===== src/rtl/sample_src_arbiter.sv =====
// -----------------------------------------------------------------------------
// sample_src_arbiter
//
// Round-robin arbiter and sequencer for the external 2:1 8-bit sample-path mux
// (mux_sel=1 -> A, mux_sel=0 -> B). Two probe sources, A and B, share one
// downstream capture port. A grant is held for a burst of up to BURST_LEN
// beats. The muxed byte is captured into a one-entry output register.
//
// Parameters
//   BURST_LEN  maximum beats per grant (>= 1)
//   CNT_W      width of the beat counters (only with ARB_STATS_EN)
//
// Ports
//   clk, rst             rising-edge clock, asynchronous active-high reset
//   a_valid/a_data/a_ready  source A stream (a_data feeds the mux A input)
//   b_valid/b_data/b_ready  source B stream (b_data feeds the mux B input)
//   mux_sel              mux select, 1=A 0=B, combinational from state
//   mux_out              muxed byte returned from the external mux
//   out_valid/out_data/out_src/out_ready  one-entry output register stream
//
// Optional feature, macro ARB_STATS_EN:
//   adds stats_clr (in), cnt_a / cnt_b (out, CNT_W) saturating beat counters.
//
// Handshake: every stream transfers a byte on a rising edge where valid and
// ready are both high. Ready never depends on the same stream's valid;
// a source may drop valid at any time, which releases its grant.
// -----------------------------------------------------------------------------
module sample_src_arbiter #(
  parameter int BURST_LEN = 8
`ifdef ARB_STATS_EN
  ,
  parameter int CNT_W = 32
`endif
) (
  input  logic       clk,
  input  logic       rst,
  input  logic       a_valid,
  input  logic [7:0] a_data,
  output logic       a_ready,
  input  logic       b_valid,
  input  logic [7:0] b_data,
  output logic       b_ready,
  output logic       mux_sel,
  input  logic [7:0] mux_out,
  output logic       out_valid,
  output logic [7:0] out_data,
  output logic       out_src,
  input  logic       out_ready
`ifdef ARB_STATS_EN
  ,
  input  logic             stats_clr,
  output logic [CNT_W-1:0] cnt_a,
  output logic [CNT_W-1:0] cnt_b
`endif
);

  localparam int BW = (BURST_LEN > 1) ? $clog2(BURST_LEN) : 1;
  localparam logic [BW-1:0] LAST_BEAT = BW'(BURST_LEN - 1);

  typedef enum logic [1:0] {
    IDLE  = 2'd0,
    GNT_A = 2'd1,
    GNT_B = 2'd2
  } state_t;

  state_t          state_q, state_d;
  logic            last_src_q, last_src_d;  // 1 = A was granted last
  logic [BW-1:0]   beat_cnt_q, beat_cnt_d;
  logic            out_valid_q, out_valid_d;
  logic [7:0]      out_data_q, out_data_d;
  logic            out_src_q, out_src_d;

  logic            slot_free;
  logic            gnt_a;
  logic            gnt_b;
  logic            own_valid;
  logic            oth_valid;
  logic            xfer;

  // The data bytes only travel through the external mux; the arbiter itself
  // sees the selected byte on mux_out.
  logic            unused_data;
  assign unused_data = ^{a_data, b_data};

  always_comb begin
    gnt_a     = (state_q == GNT_A);
    gnt_b     = (state_q == GNT_B);
    slot_free = !out_valid_q || out_ready;
    a_ready   = gnt_a && slot_free;
    b_ready   = gnt_b && slot_free;
    mux_sel   = gnt_a;
    own_valid = gnt_a ? a_valid : b_valid;
    oth_valid = gnt_a ? b_valid : a_valid;
    xfer      = (a_valid && a_ready) || (b_valid && b_ready);

    state_d     = state_q;
    last_src_d  = last_src_q;
    beat_cnt_d  = beat_cnt_q;
    out_valid_d = out_valid_q;
    out_data_d  = out_data_q;
    out_src_d   = out_src_q;

    case (state_q)
      IDLE: begin
        // IDLE never moves a beat; it only picks the next owner.
        if (a_valid && b_valid) begin
          state_d = last_src_q ? GNT_B : GNT_A;
        end else if (a_valid) begin
          state_d = GNT_A;
        end else if (b_valid) begin
          state_d = GNT_B;
        end
      end
      GNT_A, GNT_B: begin
        // Grant ends on the last beat of a burst or as soon as the owner
        // drops valid. A stalled downstream keeps the grant forever.
        if (!own_valid || (xfer && (beat_cnt_q == LAST_BEAT))) begin
          last_src_d = gnt_a;
          beat_cnt_d = '0;
          if (oth_valid) begin
            state_d = gnt_a ? GNT_B : GNT_A;
          end else begin
            state_d = IDLE;
          end
        end else if (xfer) begin
          beat_cnt_d = beat_cnt_q + BW'(1);
        end
      end
      default: begin
        state_d    = IDLE;
        beat_cnt_d = '0;
      end
    endcase

    // A push in the same cycle as a pop keeps the slot full with the new byte.
    if (xfer) begin
      out_valid_d = 1'b1;
      out_data_d  = mux_out;
      out_src_d   = gnt_a;
    end else if (out_ready) begin
      out_valid_d = 1'b0;
    end
  end

  always_ff @(posedge clk or posedge rst) begin
    if (rst) begin
      state_q     <= IDLE;
      last_src_q  <= 1'b0;
      beat_cnt_q  <= '0;
      out_valid_q <= 1'b0;
      out_data_q  <= 8'h00;
      out_src_q   <= 1'b0;
    end else begin
      state_q     <= state_d;
      last_src_q  <= last_src_d;
      beat_cnt_q  <= beat_cnt_d;
      out_valid_q <= out_valid_d;
      out_data_q  <= out_data_d;
      out_src_q   <= out_src_d;
    end
  end

  assign out_valid = out_valid_q;
  assign out_data  = out_data_q;
  assign out_src   = out_src_q;

`ifdef ARB_STATS_EN
  logic [CNT_W-1:0] cnt_a_q, cnt_a_d;
  logic [CNT_W-1:0] cnt_b_q, cnt_b_d;

  // Clear has priority over a same-cycle increment; counters stick at all-ones.
  always_comb begin
    cnt_a_d = cnt_a_q;
    cnt_b_d = cnt_b_q;
    if (stats_clr) begin
      cnt_a_d = '0;
      cnt_b_d = '0;
    end else begin
      if (a_valid && a_ready && !(&cnt_a_q)) begin
        cnt_a_d = cnt_a_q + CNT_W'(1);
      end
      if (b_valid && b_ready && !(&cnt_b_q)) begin
        cnt_b_d = cnt_b_q + CNT_W'(1);
      end
    end
  end

  always_ff @(posedge clk or posedge rst) begin
    if (rst) begin
      cnt_a_q <= '0;
      cnt_b_q <= '0;
    end else begin
      cnt_a_q <= cnt_a_d;
      cnt_b_q <= cnt_b_d;
    end
  end

  assign cnt_a = cnt_a_q;
  assign cnt_b = cnt_b_q;
`endif

endmodule

===== config.mk =====
export PLATFORM = sky130hd
export DESIGN_NAME = sample_src_arbiter
export DESIGN_NICKNAME = d
export VERILOG_FILES = /design/src/rtl/sample_src_arbiter.sv
export SDC_FILE = /design/constraint.sdc
export NUM_CORES = 1
export LEC_CHECK = 0
export ABC_AREA = 1
export CORE_MARGIN = 10
export CORE_UTILIZATION = 30
export DETAILED_ROUTE_END_ITERATION = 8
export GPL_TIMING_DRIVEN = 0
export HOLD_SLACK_MARGIN = 0.12
export PLACE_DENSITY = 0.7
export SLEW_MARGIN = 10
export SYNTH_ARGS = -nofsm -noshare
export SYNTH_HDL_FRONTEND = slang
export SYNTH_SLANG_ARGS = --single-unit

===== constraint.sdc =====
create_clock -name clk -period 4.23 [get_ports clk]
set_clock_uncertainty 0.05 [all_clocks]
set_input_delay 0.423 -clock clk [delete_from_list [all_inputs] [get_ports clk]]
set_output_delay 0.423 -clock clk [all_outputs]
set_load 0.02 [all_outputs]

## Word-level counts from Yosys, hierarchy flattened

Index checks and enable logic that the tools add are counted.

| operators by class | value |
|---|---|
| $add $sub $neg | 1 |
| multipliers | 0 |
| divide/modulo/power cells | 0 |
| order comparisons | 0 |
| equal/unequal tests | 6 |
| shift-type cells | 0 |
| muxes and demuxes | 15 |
| bitwise operators | 1 |
| reduce and logical (&&, ||, !) cells | 17 |

Operators with widths:

| cell | count |
|---|---|
| 2-bit 2-to-1 mux | 7 |
| 1-bit logical AND | 6 |
| 3-bit 2-to-1 mux | 2 |
| 3-bit case mux with 2 select lines | 1 |
| 2-bit AND reduction | 3 |
| 1-bit 2-to-1 mux | 4 |
| 4-bit != test, second input constant | 1 |
| 2-bit case mux with 2 select lines | 1 |
| 3-bit by 1-bit adder with 3-bit output, second input constant | 1 |
| 3-bit == test, second input constant | 1 |
| 1-bit logical OR | 3 |
| 3-bit != test, second input constant | 1 |
| 2-bit by 1-bit == test with 1-bit output, second input constant | 1 |
| 2-bit == test, second input constant | 1 |
| 1-bit logical NOT | 2 |
| 2-bit logical NOT | 1 |
| 2-bit != test, second input constant | 1 |
| 2-bit nonzero test | 1 |
| 2-bit OR reduction | 1 |
| 1-bit inverter | 1 |

| storage, ports and cells | value |
|---|---|
| bits in registers | 16 |
| latch bits | 0 |
| memory bits (writable) | 0 |
| ROM bits | 0 |
| output and inout port bits | 13 |
| logic and storage cells | 46 |
| memories | 0 |

## Logic depth before layout (Yosys ltp)

| logic depth | value |
|---|---|
| depth in word-level cells | 9 |
| gate-level depth with buffers | 9 |
| gate-level depth less buffers | 9 |

## Worst setup path before layout

Ideal clock, no wire load.

| timing | value |
|---|---|
| kind | register -> output |
| from | register state_q[1] |
| to | output port a_ready |
| arrival | 1.248 ns |
| required time | 3.757 ns |
| slack | 2.509 ns |
| stages on the path, launching flop included | 5 |
| buffers on the path | 0 |
| cell sequence | dfrtp_1 > inv_1 > ha_1 > inv_2 > a21oi_1 |

| between the ends | value |
|---|---|
| longest elaborated chain between the ends | 2 |

RTL lines:

| element | line | RTL |
|---|---|---|
| from (decl) | 66 | `state_t state_q, state_d;` |
| from (signal assigned) | 154 | `state_q <= state_d;` |
| 2-bit by 1-bit == test with 1-bit output | 86 | `gnt_a = (state_q == GNT_A);` |
| net mux_sel | 43 | `output logic mux_sel,` |
| 1-bit logical AND | 89 | `a_ready = gnt_a && slot_free;` |
| to (decl) | 39 | `output logic a_ready,` |

The timed path passes the listed nets, and every way through them passes these cells.

## Worst setup path in the final report

| timing | value |
|---|---|
| from | register state_q[1] |
| to | output port a_ready |

| between the ends | value |
|---|---|
| longest elaborated chain between the ends | 2 |

RTL lines:

| element | line |
|---|---|
| 2-bit by 1-bit == test with 1-bit output | 86 |
| 1-bit logical AND | 89 |

Every way passes these cells.

==> metrics.cfg <==
[logic_synthesis]
synth_top_family_by_area=simple AND/OR/NAND/NOR gates
synthSimpleGateAreaFrac_pct=29.8
synthesis.area_per_instance_um2=8.27
syn_area_um2=860
synth_fa_ha_area_share_pct=8.73
synth_fp_nets=139
yosysWarnings=0
yosysUniqueCellTypes=16
ys_seq_area_share_pct=46.6
synthesis.instances=104
synth-compound-area-share_pct=8.15
synth_mux_area_share_pct=0
ys_ff_latch=16
synth-xor-area-share_pct=0

[worst_setup_path]
crit_type=reg -> out
crit_path_max_fanout=6
cp_data_arrival_time_ns=1.89
required_ns=3.76
setup.worst_path.start_class=register
cp-end-kind=output pin

[power]
ir_drop_v=0.000339
powerDensity_mw_per_mm2=680
p_leak_nw=0.583

[clock_network]
clock-sinks=16
numCtsBuffers=3
clock-root-buffer=clkbuf_4
postCtsSetupBuffers=0
post_cts_resized=0
hold_buffers=0
htree_levels=1
cts_buffer_depth=2
path_clk_slew_ns=0.10
clock_latency_ns=0.28
cts_tree=done

[drt]
ant_nets=0
first_pass_iters=4
routed.top_layer=met4
wl_met3_um=173
wirelength_um=1930
route.met2.wl_um=911
dr_total_vias=746
dr.first_iter.drc_count=26
routed_via_density=4.55
drc=0
wl_per_cell_um=11.8
wl_met1_um=837

[placed_design]
dp_cells=160
dp_hpwl_um=1640
gp_congestion=0.818
portBuffers=25

[floorplan]
initial_utilization_pct=31.2
die_w_um=73.5
ios=42
rows=19
chipHeight_um=73.5
die_area_mm2=0.00541
coreArea_mm2=0.00276

[global_route]
antenna_found_initial=0
grt_max_degree=17
grt_pass1_vias=743
grt_usage_pct=7.25
grt_overflow=0
grt_pass1_wl_um=3250

[timing]
setup_tns_ns=0
min_period_ns=2.36
rsz0062_at_grt=no
slew_viol_final=0
timing.fmax_ghz=0.424
slew_headroom_pct=59.1
finalCritPeriodShare_pct=55.8
finalSetupViolCount=0
tightest_slew_ns=0.614
hold_violations=0

[final_layout]
fillers=271
n_antenna_cell=0
drive_gt1_share_pct=10.5
fin_nets=169
areaGrowthSynthToFinish_pct=37.8
layout_common_cells=47 x nand2_1, 25 x clkdlybuf4s50_1, 16 x dfrtp_1, 8 x nand3_1, 8 x inv_1
final_common_cell=nand2_1
instances_no_fill=164

[hold_path]
hp-class=reg -> reg

[status]
status=finished clean

[flow_run]
drv_cap=0

-- report_power, final --
group | internal [W] | total (W) | switching (W) | leakage, nW
Sequential | 0.000211 | 0.000247 | 0.0000360 | 0.206
Clock | 0.0000523 | 0.000100 | 0.0000480 | 0.0210
Combinational | 0.000200 | 0.000458 | 0.000257 | 0.356
Total | 0.000464 | 0.000805 | 0.000341 | 0.583
-- metrics by stage --
stage / hold WS, ns / utilization (%) / total power, W / setup slack (ns) / cell area, um^2
6_report: 0.429 / 43.0 / 0.000805 / 1.87 / 1180
5_1_grt: 0.464 / 43.0 / 0.000880 / 1.74 / 1180
4_1_cts: 0.432 / 43.0 / 0.000818 / 1.83 / 1180
3_5_place_dp: 0.408 / 41.7 / 0.000718 / 2.01 / 1150
3_3_place_gp: 0.402 / 41.7 / 0.000701 / 2.04 / 1150
2_1_floorplan: 0.287 / - / 0.000540 / 2.51 / 860
-- Yosys cell counts --
cell	count	area share [%]
o21ai_1	4	2.3
a21boi_0	1	0.87
buf_6	1	1.3
nand3_1	8	4.7
nand2_1	47	21
buf_2	1	0.58
inv_1	8	3.5
or3_1	1	0.73
a21oi_1	3	1.7
dfrtp_1	16	47
inv_2	3	1.3
nand2_2	2	1.5
a21oi_2	1	1.0
nand4_4	1	2.5
ha_1	6	8.7
o21bai_4	1	2.2
-- cell type report --
| class | count | area (um^2) | area share [%] |
|---|---|---|---|
| plain buffers | 2 | 16.3 | 1.37 |
| clock buffers | 4 | 36.3 | 3.06 |
| inverters | 11 | 41.3 | 3.48 |
| multi-input cells | 75 | 402 | 33.9 |
| flip-flops and latches | 16 | 400 | 33.8 |
| well taps | 31 | 38.8 | 3.27 |
| repair buffers | 25 | 250 | 21.1 |
-- registers in the layout, summed over array words and instances (netlist names) --
register,count
beat_cnt_q,3
out_valid,1
state_q,2
last_src_q,1
out_src,1
out_data,8
-- path summary, 6_finish.rpt --
path | startpoint | end | slack [ns] | cells past startpoint
min | out_data[0] | out_data[0] | 0.43 | 2
min in group asynchronous | rst | out_data[0] | 0.46 | 2
max reg2reg | state_q[1] | beat_cnt_q[2] | 2.69 | 7
max | state_q[1] | a_ready | 1.87 | 5
max in group asynchronous | rst | out_data[4] | 3.28 | 2
min reg2reg | out_data[0] | out_data[0] | 0.43 | 2
-- cells by family after synthesis --
group                      Yosys count
DFF                                 16
and+or+nand+nor                     59
buffers and inverters               13
AOI/OAI and AO/OA                   10
adders and majority gates            6
-- layer usage --
layer,global-route usage (%),up-vias
li1,-,382
met1,8.87,343
met2,11.7,19
met3,3.36,2
met4,0.621,0
met5,0,-
-- worst max-delay path, stage by stage, from the launching register on --
cell	delay, ns
dfrtp_1	0.42
inv_1	0.09
ha_1	0.27
inv_2	0.08
a21oi_1	0.12
clkdlybuf4s50_1	0.62
No activity file was read; power rests on OpenSTA's default activity.
